==> config.mk <==
export PLATFORM = sky130hd
export DESIGN_NAME = sync_byte_fifo
export DESIGN_NICKNAME = d
export VERILOG_FILES = /design/src/rtl/sync_byte_fifo.sv
export SDC_FILE = /design/constraint.sdc
export NUM_CORES = 1
export LEC_CHECK = 0
export ABC_AREA = 1
export BUFFER_PORTS_ARGS = -buffer_cell sky130_fd_sc_hd__buf_2
export CAP_MARGIN = 20
export CORE_MARGIN = 2
export CORE_UTILIZATION = 36
export CTS_CLUSTER_SIZE = 8
export DETAILED_ROUTE_END_ITERATION = 6
export HOLD_SLACK_MARGIN = 0.03
export PLACE_DENSITY = 0.51
export SYNTH_ARGS = -nofsm -noshare
export SYNTH_HDL_FRONTEND = slang
export SYNTH_SLANG_ARGS = --single-unit
==> constraint.sdc <==
create_clock -name i_Clock -period 3 [get_ports i_Clock]
set_input_delay 0.6 -clock i_Clock [delete_from_list [all_inputs] [get_ports i_Clock]]
set_output_delay 0.6 -clock i_Clock [all_outputs]
set_load 0.01 [all_outputs]
==> src/rtl/sync_byte_fifo.sv <==
`default_nettype none
// ============================================================================
// Module   : sync_byte_fifo
// Brief    : Single-clock FIFO with registered read data and occupancy count.
//            Optional sticky overflow/underflow flags: SYNC_BYTE_FIFO_ERR_FLAGS_EN
// Revision : 1.0
// ============================================================================
module sync_byte_fifo #(
    parameter int DEPTH = 16,
    parameter int WIDTH = 8
) (
    input  logic                     i_Clock,
    input  logic                     i_Reset,
    input  logic                     i_Write_Enable,
    input  logic [WIDTH-1:0]         i_Write_Data,
    output logic                     o_Full,
    input  logic                     i_Read_Enable,
    output logic [WIDTH-1:0]         o_Read_Data,
    output logic                     o_Data_Empty,
    output logic [$clog2(DEPTH):0]   o_Count
`ifdef SYNC_BYTE_FIFO_ERR_FLAGS_EN
    ,
    output logic                     o_Overflow,
    output logic                     o_Underflow
`endif
);

    localparam int c_AW = $clog2(DEPTH);
    // DEPTH is a power of two, so the full count is a single set MSB.
    localparam logic [c_AW:0] c_FULL_CNT = {1'b1, {c_AW{1'b0}}};

    logic [WIDTH-1:0] r_mem [DEPTH];
    logic [c_AW-1:0]  r_wr_ptr;
    logic [c_AW-1:0]  r_rd_ptr;
    logic [c_AW:0]    r_count;
    logic [WIDTH-1:0] r_read_data;

    logic w_full;
    logic w_empty;
    logic w_wr_accept;
    logic w_rd_accept;

    assign w_full      = (r_count == c_FULL_CNT);
    assign w_empty     = (r_count == '0);
    assign w_wr_accept = i_Write_Enable & ~w_full;
    assign w_rd_accept = i_Read_Enable & ~w_empty;

    // Storage is deliberately not reset; the pointers define what is valid.
    always_ff @(posedge i_Clock) begin
        if (w_wr_accept && !i_Reset) begin
            r_mem[r_wr_ptr] <= i_Write_Data;
        end
    end

    always_ff @(posedge i_Clock) begin
        if (i_Reset) begin
            r_wr_ptr    <= '0;
            r_rd_ptr    <= '0;
            r_count     <= '0;
            r_read_data <= '0;
        end else begin
            if (w_wr_accept) begin
                r_wr_ptr <= r_wr_ptr + 1'b1;
            end
            if (w_rd_accept) begin
                r_rd_ptr    <= r_rd_ptr + 1'b1;
                r_read_data <= r_mem[r_rd_ptr];
            end
            case ({w_wr_accept, w_rd_accept})
                2'b10:   r_count <= r_count + 1'b1;
                2'b01:   r_count <= r_count - 1'b1;
                default: r_count <= r_count;
            endcase
        end
    end

`ifdef SYNC_BYTE_FIFO_ERR_FLAGS_EN
    logic r_overflow;
    logic r_underflow;

    always_ff @(posedge i_Clock) begin
        if (i_Reset) begin
            r_overflow  <= 1'b0;
            r_underflow <= 1'b0;
        end else begin
            if (i_Write_Enable && w_full) begin
                r_overflow <= 1'b1;
            end
            if (i_Read_Enable && w_empty) begin
                r_underflow <= 1'b1;
            end
        end
    end

    assign o_Overflow  = r_overflow;
    assign o_Underflow = r_underflow;
`endif

    assign o_Full       = w_full;
    assign o_Data_Empty = w_empty;
    assign o_Count      = r_count;
    assign o_Read_Data  = r_read_data;

endmodule
`default_nettype wire

==> metrics.yaml <==
cts_sinks: 149
grt_pass1_wl_mm: 24.3
drt-vias-per-instance: 4.78
pwr-share-comb_pct: 24.9
fp.dieH_um: 139
drt_pass1_iterations: 5
ys_seq_area_share_pct: 64.9
drv_slew: 0
clockPowerShare_pct: 35.5
p_sw_mw: 1.92
crit_type: "reg -> reg"
fin_ws_ns: 0.774
critPathCaptureType: "flop"
synth-seq-cells: 149
std_cell_rows: 49
synth_nets: 688
fin_crit_ns: 2.23
final_common_cell: "nand2_1"
hp-class: "in -> reg"
die_width_um: 139
grt_pass1_vias: 4334
cp-start-kind: "flop"
die-area_um2: 19400
areaGrowthSynthToFinish_pct: 13.5
grt-busiest-layer: "met2"
power.density_nw_per_um2: 827
drv_cap: 0
synth_flop_cell: "edfxtp_1"
period_share_pct: 74.2
synth-edff-count: 128
fin_setup_tns_ns: 0
path_max_fanout: 6
required_ns: 3.35
synthArstFlopShare_pct: 0
ioPinCount: 27
rsz0062_at_grt: "no"
max_slew_margin_pct: 31.7
grt_antenna_before_repair: 0
critPathMaxStageDelay_ns: 0.41
peakVddDrop_v: 0.000452
crit_arrival_ns: 2.58
post-place-ws_ns: 0.711
gp_congestion: 0.819
sequentialPowerShare_pct: 39.5
grt_use_met3_pct: 3.18
total_power_mw: 6.17
portBuffers: 26
cts_root_buf: "clkbuf_16"
h-tree-depth: 4
grtUsageMet1_pct: 22.4
num_vias: 4442
cts_setup_buffers: 0
overflow: 0
clock_path_buffers: 2
max_freq_mhz: 449
p_int_mw: 4.25
tritoncts: "yes"
grt_max_degree: 67
worstSkewPairLatency_ns: 0.42
use_met2_pct: 27.7
netlist_instances: 666
final_nets: 710
syn_avg_cell_area_um2: 9.87
crit_slowest_cell: "fa_1"
layout-drive-gt1-share_pct: 9.42
p_sw_share_pct: 31.1
netlist_area_um2: 6570
grt_use_total_pct: 16.9
drtIter0Drc: 346
core-area_um2: 18000
route.detailed.drc: 0
initial_core_util_pct: 36.6
finalSetupViolations: 0
synth_cell_types: 24
clock_skew_ns: 0.00549
cts_resized: 0
status: "finished clean"
dp_hpwl_mm: 10.3
drt-total-wl_mm: 15.5
power_leakage_nw: 3.17
layout_common_cells: "nand2_1, edfxtp_1, nand3_1"
path_cells: "inv_1 > nand4_1 > nand2_2 > inv_2 > ha_1 > inv_1 > fa_1 > inv_1 > nand2_1 > a21boi_0 > o21bai_1 > nand2_1 > nand2_1 > a21oi_1"
ys_warn_count: 0
hold_buffers: 0
wire_per_inst_um: 16.7
cts.clk_slew.worst_paths_ns: 0.06
antenna_left: 0
tightest_slew_ns: 1.02
antenna_cells: 0
fin_util_pct: 41.5
hold_violations: 0
cts_buffers: 17
sequential cells by signal, summed over array words and instances (netlist names):
signal	cells
r_mem	128
o_Read_Data	8
o_Count	5
r_rd_ptr	4
r_wr_ptr	4
per-stage QoR:
stage                     std cells  instance area [um2]  hold WS, ns
after floorplan                 666                 6570        0.472
after global placement          898                 6850        0.517
after detailed placement        898                 6850        0.524
after CTS                       930                 7460        0.506
after global routing            930                 7460        0.524
final                           930                 7460        0.523
per-layer routing:
| metal | part of all wire (%) | up-vias |
|---|---|---|
| li1 | - | 2201 |
| met1 | 46 | 2102 |
| met2 | 48 | 119 |
| met3 | 4.8 | 20 |
| met4 | 1.8 | 0 |
| met5 | 0 | - |
layout make-up:
| class | instances | area [um2] |
|---|---|---|
| timing repair buffer | 32 | 175 |
| inverter | 95 | 357 |
| sequential | 149 | 4270 |
| clock inverter | 9 | 154 |
| clock buffer | 23 | 458 |
| multi-input combinational | 393 | 1770 |
| fill | 1733 | 10500 |
| tap | 229 | 287 |
final timing paths:
check | endpoint | slack, ns | cells past startpoint | start
setup / recovery | o_Count[4] | 0.77 | 14 | o_Count[1]
hold / removal | r_rd_ptr[0] | 0.52 | 3 | i_Read_Enable
setup reg to reg | o_Count[4] | 0.77 | 14 | o_Count[1]
hold reg to reg | o_Count[4] | 0.53 | 2 | o_Count[4]
synthesized netlist by cell type (3+ instances only):
cell | n | share of area (%)
buf_6 | 4 | 0.69
nand2_1 | 218 | 12
buf_2 | 13 | 0.99
nor2_1 | 36 | 2.1
o21ai_0 | 8 | 0.61
xor2_1 | 4 | 0.53
inv_1 | 90 | 5.1
dfxtp_1 | 21 | 6.4
clkbuf_1 | 3 | 0.17
ha_1 | 9 | 1.7
buf_4 | 8 | 0.91
inv_2 | 3 | 0.17
a21oi_1 | 12 | 0.91
nand3_1 | 97 | 7.4
edfxtp_1 | 128 | 58
kinds of logic (layout without fill, tap and decap cells):
kind of cell | Yosys count | after routing | share of synthesized area, %
AND/OR/NAND/NOR | 356 | 356 | 22.5
flip-flops | 149 | 149 | 64.9
buffers and inverters | 124 | 159 | 8.24
AO/OA/AOI/OAI | 22 | 22 | 1.75
adder cells (fa/ha/maj) | 10 | 10 | 2.02
XOR/XNOR | 5 | 5 | 0.666
power by group through the flow:
stage | logic (mW) | clock network [mW] | registers [mW]
floorplan | 1.11 | 0 | 2.50
global placement | 1.53 | 0 | 2.48
detailed placement | 1.54 | 0 | 2.48
CTS | 1.55 | 2.24 | 2.44
global route | 1.74 | 2.32 | 2.45
finish | 1.54 | 2.19 | 2.44
worst max-delay path: cells and delay by family, from the launching register on:
kind | cells | cell delay (ns)
fa+ha+maj | 2 | 0.66
compound gates | 3 | 0.36
flops | 1 | 0.37
simple gates | 5 | 0.42
buf+inv | 4 | 0.34
Power figures use the tool's default switching activity.
